## config.mk

```make
export PLATFORM = sky130hd
export DESIGN_NAME = dmem_ctrl
export DESIGN_NICKNAME = d
export VERILOG_FILES = /design/src/rtl/dmem_pkg.sv /design/src/rtl/dmem_lane_align.sv /design/src/rtl/dmem_ctrl.sv
export SDC_FILE = /design/constraint.sdc
export NUM_CORES = 1
export LEC_CHECK = 0
export ABC_AREA = 0
export CAP_MARGIN = 0
export CORE_MARGIN = 8
export CORE_UTILIZATION = 45
export CTS_BUF_LIST = sky130_fd_sc_hd__clkbuf_4 sky130_fd_sc_hd__clkbuf_8 sky130_fd_sc_hd__clkbuf_16
export DETAILED_ROUTE_END_ITERATION = 10
export GPL_ROUTABILITY_DRIVEN = 0
export HOLD_SLACK_MARGIN = 0.03
export PLACE_DENSITY = 0.87
export SLEW_MARGIN = 15
export SYNTH_ARGS = -nofsm -noshare
export SYNTH_HDL_FRONTEND = slang
export SYNTH_SLANG_ARGS = --single-unit
export TNS_END_PERCENT = 30
```

## constraint.sdc

```tcl
create_clock -name memclk -period 4.2 [get_ports memclk]
set_input_delay 0.84 -clock memclk [delete_from_list [all_inputs] [get_ports memclk]]
set_output_delay 0.84 -clock memclk [all_outputs]
set_load 0.1 [all_outputs]
```

## src/rtl/dmem_pkg.sv

```systemverilog
// Shared encodings for the data-memory access controller: access sizes,
// FSM states and the request legality rule.
package dmem_pkg;

    localparam int DW = 32;

    localparam logic [1:0] SZ_B   = 2'b00;
    localparam logic [1:0] SZ_H   = 2'b01;
    localparam logic [1:0] SZ_W   = 2'b10;
    localparam logic [1:0] SZ_RSV = 2'b11;

    typedef enum logic [2:0] {
        IDLE    = 3'd0,
        LD_RD   = 3'd1,
        LD_DATA = 3'd2,
        ST_WR   = 3'd3,
        RMW_RD  = 3'd4,
        RMW_WR  = 3'd5,
        RESP    = 3'd6
    } dmem_state_t;

    // Reserved size or an address that is not naturally aligned for the size.
    function automatic logic req_bad(input logic [1:0] size, input logic [1:0] offset);
        logic bad;
        case (size)
            SZ_B:    bad = 1'b0;
            SZ_H:    bad = offset[0];
            SZ_W:    bad = (offset != 2'b00);
            default: bad = 1'b1;
        endcase
        return bad;
    endfunction

endpackage

```

## src/rtl/dmem_lane_align.sv

```systemverilog
// Byte-lane steering between a 32-bit SRAM word and right-aligned core data:
// load extract with sign/zero extension, and sub-word merge for stores.
module dmem_lane_align
    import dmem_pkg::*;
(
    input  logic [31:0] dout,
    input  logic [31:0] wdata,
    input  logic [1:0]  offset,
    input  logic [1:0]  size,
    input  logic        sign_ext,
    output logic [31:0] rdata,
    output logic [31:0] merged
);

    logic [7:0]  lane_b_s;
    logic [15:0] lane_h_s;

    assign lane_b_s = dout[{offset, 3'b000} +: 8];
    assign lane_h_s = offset[1] ? dout[31:16] : dout[15:0];

    // Extract/extend the addressed lane and build the read-modify-write word.
    always_comb begin
        rdata  = 32'd0;
        merged = dout;
        case (size)
            SZ_B: begin
                rdata = {{24{sign_ext & lane_b_s[7]}}, lane_b_s};
                merged[{offset, 3'b000} +: 8] = wdata[7:0];
            end
            SZ_H: begin
                rdata = {{16{sign_ext & lane_h_s[15]}}, lane_h_s};
                if (offset[1]) begin
                    merged[31:16] = wdata[15:0];
                end else begin
                    merged[15:0] = wdata[15:0];
                end
            end
            SZ_W: begin
                rdata  = dout;
                merged = wdata;
            end
            default: begin
                rdata  = 32'd0;
                merged = dout;
            end
        endcase
    end

endmodule

```

## src/rtl/dmem_ctrl.sv

```systemverilog
// Load/store controller for a word-addressed synchronous SRAM without byte
// enables: one access at a time, sub-word stores done as read-modify-write.
module dmem_ctrl #(
    parameter int AW = 8,
    parameter int DW = 32
) (
    input  logic          memclk,
    input  logic          rst,
    input  logic          req_valid,
    output logic          req_ready,
    input  logic          req_we,
    input  logic [1:0]    req_size,
    input  logic          req_signed,
    input  logic [AW+1:0] req_addr,
    input  logic [DW-1:0] req_wdata,
    output logic          rsp_valid,
    output logic          rsp_err,
    output logic [DW-1:0] rsp_rdata,
    output logic          mem_cs,
    output logic          mem_rden,
    output logic          mem_wren,
    output logic [AW-1:0] mem_raddr,
    output logic [AW-1:0] mem_waddr,
    output logic [DW-1:0] mem_din,
    input  logic [DW-1:0] mem_dout
);

    import dmem_pkg::*;

    if (DW != 32) begin : g_dw_check
        $error("dmem_ctrl: only DW=32 is supported");
    end

    dmem_state_t   state_r;
    dmem_state_t   state_next_s;

    logic          we_r;
    logic [1:0]    size_r;
    logic          signed_r;
    logic [AW+1:0] addr_r;
    logic [DW-1:0] wdata_r;

    logic          rsp_valid_r;
    logic          rsp_err_r;
    logic [DW-1:0] rsp_rdata_r;

    logic [DW-1:0] ld_data_s;
    logic [DW-1:0] merged_s;

    dmem_lane_align u_align (
        .dout     (mem_dout),
        .wdata    (wdata_r),
        .offset   (addr_r[1:0]),
        .size     (size_r),
        .sign_ext (signed_r),
        .rdata    (ld_data_s),
        .merged   (merged_s)
    );

    // State register.
    always_ff @(posedge memclk) begin
        if (rst) begin
            state_r <= IDLE;
        end else begin
            state_r <= state_next_s;
        end
    end

    // Next-state: classify the request at the handshake, then walk the access.
    always_comb begin
        state_next_s = state_r;
        case (state_r)
            IDLE: begin
                if (!req_valid) begin
                    state_next_s = IDLE;
                end else if (req_bad(req_size, req_addr[1:0])) begin
                    state_next_s = RESP;
                end else if (!req_we) begin
                    state_next_s = LD_RD;
                end else if (req_size == SZ_W) begin
                    state_next_s = ST_WR;
                end else begin
                    state_next_s = RMW_RD;
                end
            end
            LD_RD:   state_next_s = LD_DATA;
            LD_DATA: state_next_s = RESP;
            ST_WR:   state_next_s = RESP;
            RMW_RD:  state_next_s = RMW_WR;
            RMW_WR:  state_next_s = RESP;
            RESP:    state_next_s = IDLE;
            default: state_next_s = IDLE;
        endcase
    end

    // Request latch; nothing from the core is sampled after the handshake.
    always_ff @(posedge memclk) begin
        if (rst) begin
            we_r     <= 1'b0;
            size_r   <= 2'b00;
            signed_r <= 1'b0;
            addr_r   <= '0;
            wdata_r  <= '0;
        end else if (state_r == IDLE && req_valid) begin
            we_r     <= req_we;
            size_r   <= req_size;
            signed_r <= req_signed;
            addr_r   <= req_addr;
            wdata_r  <= req_wdata;
        end
    end

    // SRAM controls and ready are decoded from state; reset masks them so an
    // in-flight write is dropped.
    always_comb begin
        req_ready = 1'b0;
        mem_cs    = 1'b0;
        mem_rden  = 1'b0;
        mem_wren  = 1'b0;
        mem_raddr = '0;
        mem_waddr = '0;
        mem_din   = '0;
        if (rst) begin
            req_ready = 1'b0;
        end else begin
            req_ready = (state_r == IDLE);
            mem_raddr = addr_r[AW+1:2];
            mem_waddr = addr_r[AW+1:2];
            case (state_r)
                LD_RD, RMW_RD: begin
                    mem_cs   = 1'b1;
                    mem_rden = 1'b1;
                end
                ST_WR: begin
                    mem_cs   = 1'b1;
                    mem_wren = 1'b1;
                    mem_din  = wdata_r;
                end
                RMW_WR: begin
                    mem_cs   = 1'b1;
                    mem_wren = 1'b1;
                    mem_din  = merged_s;
                end
                default: begin
                    mem_cs = 1'b0;
                end
            endcase
        end
    end

    // Response registers are loaded on entry to RESP, so they are valid during RESP.
    always_ff @(posedge memclk) begin
        if (rst) begin
            rsp_valid_r <= 1'b0;
            rsp_err_r   <= 1'b0;
            rsp_rdata_r <= '0;
        end else begin
            rsp_valid_r <= (state_next_s == RESP);
            rsp_err_r   <= (state_r == IDLE) && (state_next_s == RESP);
            rsp_rdata_r <= (state_r == LD_DATA) ? ld_data_s : '0;
        end
    end

    assign rsp_valid = rsp_valid_r;
    assign rsp_err   = rsp_err_r;
    assign rsp_rdata = rsp_rdata_r;

endmodule

```

==> flow_results.xml, run 1 <==
<?xml version="1.0" encoding="UTF-8"?>
<metrics>
  <group name="floorplan">
    <metric name="die_height" unit="µm">115</metric>
    <metric name="die_area" unit="µm²">13200</metric>
    <metric name="die_width" unit="µm">115</metric>
    <metric name="floorplan.initialDensity" unit="">0.457</metric>
    <metric name="boundaryPins" unit="">167</metric>
    <metric name="num_rows" unit="">36</metric>
    <metric name="coreArea" unit="µm²">9590</metric>
  </group>
  <group name="power_and_ir_drop">
    <metric name="static-leakage-power" unit="µW">0.00238</metric>
    <metric name="p_per_area" unit="nW/µm²">343</metric>
    <metric name="total_power" unit="µW">2250</metric>
    <metric name="vdd.ir_drop.worst" unit="µV">163</metric>
  </group>
  <group name="place">
    <metric name="placed_cell_areas" unit="µm²">6360</metric>
    <metric name="placement.io_buffers" unit="">166</metric>
    <metric name="hpwl" unit="µm">12700</metric>
    <metric name="post-place-cells" unit="">813</metric>
  </group>
  <group name="cts">
    <metric name="cts_inserted_buffers" unit="">9</metric>
    <metric name="h_tree_depth" unit="">3</metric>
    <metric name="cts_post_setup_buffers_inserted" unit="">0</metric>
    <metric name="max-clock-path-buffers" unit="">2</metric>
    <metric name="tritoncts_num_sinks" unit="">82</metric>
    <metric name="clk_latency" unit="ns">0.38</metric>
    <metric name="clock-root-buffer" unit="">sky130_fd_sc_hd__clkbuf_8</metric>
    <metric name="cts.clk_slew.worst_paths" unit="ns">0.08</metric>
    <metric name="post_cts_resized" unit="">0</metric>
    <metric name="tritoncts" unit="">done</metric>
    <metric name="cts_hold_repair.buffers" unit="">0</metric>
  </group>
  <group name="global_route">
    <metric name="first_global_vias" unit="">4711</metric>
    <metric name="grt_first_pass_wirelength" unit="µm">25500</metric>
    <metric name="grt_start_max_net_pins" unit="">75</metric>
    <metric name="antenna_violations_before_repair" unit="">0</metric>
    <metric name="groute.usage.overall" unit="">0.251</metric>
    <metric name="gr-total-overflow" unit="">0</metric>
  </group>
  <group name="critical_path">
    <metric name="timing.critical_path.slowest_stage_cell" unit="">sky130_fd_sc_hd__nor3_1</metric>
    <metric name="type_of_the_worst_setup_path" unit="">reg -&gt; out</metric>
    <metric name="worstRegToRegCells" unit="">5</metric>
    <metric name="crit_path_cell_trace" unit="">clkinv_1 -&gt; ha_1 -&gt; or4b_4 -&gt; nor3_1 -&gt; a221o_1 -&gt; buf_12</metric>
    <metric name="critical-path-max-stage-delay" unit="ns">0.58</metric>
    <metric name="crit-reg2reg-launch" unit="">addr_r[1]</metric>
    <metric name="path_max_fanout" unit="">11</metric>
    <metric name="crit_arrival" unit="ns">3.17</metric>
    <metric name="worstPathRequired" unit="ns">3.36</metric>
    <metric name="critical_path.startpoint_type" unit="">flop</metric>
    <metric name="setup.worst_path.end_class" unit="">output pin</metric>
    <metric name="startpoint" unit="">addr_r[1]</metric>
    <metric name="critical_path.reg2reg.endpoint" unit="">rsp_rdata[30]</metric>
    <metric name="ff2ff_setup_slack" unit="ns">1.96</metric>
  </group>
  <group name="cells_and_area">
    <metric name="finalNonFillerCells" unit="">829</metric>
    <metric name="diodes" unit="">0</metric>
    <metric name="layout-drive-gt1-share" unit="">0.144</metric>
    <metric name="final_stage_net_count" unit="">777</metric>
    <metric name="design_area" unit="µm²">6560</metric>
    <metric name="syn_to_final_growth" unit="%">49.7</metric>
  </group>
  <group name="sta">
    <metric name="max_clock_freq" unit="MHz">249</metric>
    <metric name="post_route_setup_tns" unit="ns">0</metric>
    <metric name="slew_violations" unit="">0</metric>
    <metric name="hold_viol" unit="">0</metric>
    <metric name="setup_repair_after_global_routing_missed_its_margin" unit="">false</metric>
    <metric name="timing.final.setup_violations" unit="">0</metric>
    <metric name="slew_headroom" unit="">0.337</metric>
    <metric name="skew" unit="ns">0.00544</metric>
    <metric name="finalCritPeriodShare" unit="">0.956</metric>
    <metric name="max_slew.worst_pin.slew" unit="ns">0.992</metric>
    <metric name="final_period_minus_worst_setup_slack" unit="ns">4.01</metric>
  </group>
  <group name="synth">
    <metric name="syn_nets" unit="">641</metric>
    <metric name="yosysWarningCount" unit="">0</metric>
    <metric name="synth-seq-area-share" unit="">0.375</metric>
    <metric name="synth-main-ff-cell" unit="">sky130_fd_sc_hd__dfxtp_1</metric>
    <metric name="synth.ff_latch_count" unit="">82</metric>
    <metric name="synth_cells" unit="">555</metric>
    <metric name="synth_area_per_cell" unit="µm²">7.89</metric>
    <metric name="yosysUniqueCellTypes" unit="">54</metric>
    <metric name="synthArstFlopShare" unit="">0</metric>
    <metric name="synth-edff-count" unit="">0</metric>
    <metric name="synth_area" unit="µm²">4380</metric>
  </group>
  <group name="routing">
    <metric name="drt-initial-drc-count" unit="">594</metric>
    <metric name="drt_first_pass_iters" unit="">6</metric>
    <metric name="routedWlPerCell" unit="µm">20.1</metric>
    <metric name="vias_after_detailed_routing" unit="">4931</metric>
    <metric name="wl" unit="µm">16700</metric>
    <metric name="final_ant_viol_nets" unit="">0</metric>
    <metric name="drc" unit="">0</metric>
    <metric name="vias_per_cell" unit="">5.95</metric>
  </group>
  <group name="hold_path">
    <metric name="worst_hold_path.endpoint" unit="">addr_r[6]</metric>
    <metric name="hold_path.startpoint" unit="">addr_r[6]</metric>
    <metric name="worstHoldPathType" unit="">reg -&gt; reg</metric>
    <metric name="whs_path_cells" unit="">2</metric>
  </group>
  <group name="job">
    <metric name="cap_violations" unit="">0</metric>
  </group>
  <group name="outcome">
    <metric name="status" unit="">completed</metric>
  </group>
</metrics>
[metrics by stage]
step	worst slack [ns]	hold WS, ns	util
2_1_floorplan	-0.358	0.432	-
3_3_place_gp	0.682	0.438	0.663
3_5_place_dp	0.508	0.443	0.663
4_1_cts	0.0822	0.455	0.683
5_1_grt	0.0625	0.476	0.684
6_report	0.187	0.455	0.684
[synth_stat cells, drive strengths merged, types with 8 or more instances]
library cell	number	area, µm²
nand2	141	529
a21oi	89	445
a22oi	19	143
nand2b	12	75.1
clkbuf	23	86.3
nor3	10	50.1
o2bb2ai	14	123
buf	26	153
nor2	14	52.6
dfxtp	82	1640
a222oi	8	80.1
a311oi	8	120
mux2i	8	80.1
a22o	21	184
nor2b	13	81.3
[layout make-up]
cell class	instances	area (µm²)
Sequential cell	82	1640
Clock inverter	4	25.0
Clock buffer	12	165
Fill cell	781	3040
Multi-Input combinational cell	417	2530
Timing Repair Buffer	174	2000
Tap cell	133	166
Inverter	7	26.3
[worst max path at each step]
| stage | endpoint | slack [ns] | cells after the start |
|---|---|---|---|
| floorplan | mem_din[17] | -0.36 | 7 |
| global placement | mem_din[23] | 0.68 | 7 |
| detailed placement | mem_din[23] | 0.51 | 7 |
| CTS | mem_din[23] | 0.08 | 7 |
| global route | mem_din[17] | 0.06 | 7 |
| finish | mem_din[8] | 0.19 | 6 |
[critical path: cells and delay by family, from the launching register on]
family,cells,cell delay (ns)
fa+ha+maj,1,0.50
simple gates,2,1.10
buf+inv,2,0.51
flops,1,0.34
compound gates,1,0.34
[sequential cells by signal, summed over array words and instances (netlist names)]
signal     flops
rsp_rdata     32
wdata_r       32
addr_r        10
state_r        3
size_r         2
rsp_err        1
rsp_valid      1
signed_r       1
[report_power, final]
part	leakage (µW)	internal (µW)	switching (µW)	total, µW
logic	0.00162	263	523	785
registers	0.000668	838	75.7	914
clock network	0.0000944	261	287	548
total	0.00238	1360	885	2250
[logic make-up after synthesis]
kind of cell / Yosys count / share of synthesized area
buffers and inverters: 56 / 0.0605
muxes: 9 / 0.0208
adders and majority gates: 5 / 0.0143
xor gates and xnor gates: 1 / 0.00200
AOI/OAI and AO/OA: 186 / 0.301
and+or+nand+nor: 216 / 0.226
DFF: 82 / 0.375
[metal layers]
layer  up-vias  track usage  routed length [µm]
met5         -            0                   0
met2       324        0.401                7830
li1       2260            -                   -
met3        78       0.0628                1840
met1      2269        0.297                6100
met4         0        0.156                 910
[layout by cell type (no fill, tap or decap), types with 2 or more instances in the layout]
cell type / netlist / layout
sky130_fd_sc_hd__mux2i_1: 8 / 8
sky130_fd_sc_hd__or3_1: 2 / 2
sky130_fd_sc_hd__inv_1: 5 / 5
sky130_fd_sc_hd__buf_12: 0 / 33
sky130_fd_sc_hd__o2bb2ai_1: 14 / 13
sky130_fd_sc_hd__a21oi_1: 89 / 89
sky130_fd_sc_hd__clkinvlp_4: 0 / 2
sky130_fd_sc_hd__a22o_1: 21 / 21
sky130_fd_sc_hd__a22oi_1: 19 / 19
sky130_fd_sc_hd__ha_1: 5 / 5
sky130_fd_sc_hd__nor4b_1: 2 / 2
sky130_fd_sc_hd__nor3_1: 10 / 6
sky130_fd_sc_hd__and2_1: 2 / 2
sky130_fd_sc_hd__a311oi_2: 8 / 8
sky130_fd_sc_hd__nor2_1: 14 / 14
sky130_fd_sc_hd__a41oi_1: 2 / 2
sky130_fd_sc_hd__nor2b_1: 13 / 13
sky130_fd_sc_hd__buf_4: 8 / 27
sky130_fd_sc_hd__dfxtp_1: 82 / 81
sky130_fd_sc_hd__nor3_4: 0 / 3
sky130_fd_sc_hd__clkbuf_8: 0 / 12
sky130_fd_sc_hd__and3b_1: 2 / 2
sky130_fd_sc_hd__or4b_4: 2 / 2
sky130_fd_sc_hd__nand2_1: 141 / 141
sky130_fd_sc_hd__o22a_1: 7 / 7
sky130_fd_sc_hd__a222oi_1: 8 / 8
sky130_fd_sc_hd__clkinv_2: 0 / 2
sky130_fd_sc_hd__nand2b_1: 12 / 12
sky130_fd_sc_hd__a221o_1: 5 / 5
sky130_fd_sc_hd__clkdlybuf4s50_1: 0 / 113
sky130_fd_sc_hd__and3_1: 7 / 7
Power figures use the tool's default switching activity.
==> inputs of run 2 (changes only) <==
--- a/config.mk
+++ b/config.mk
@@ -14,7 +14,6 @@
 export GPL_ROUTABILITY_DRIVEN = 0
 export HOLD_SLACK_MARGIN = 0.03
 export PLACE_DENSITY = 0.87
-export SLEW_MARGIN = 15
 export SYNTH_ARGS = -nofsm -noshare
 export SYNTH_HDL_FRONTEND = slang
 export SYNTH_SLANG_ARGS = --single-unit
==> results of run 2 <==
No change in the layout: final DEF, timing and power equal those of run 1.
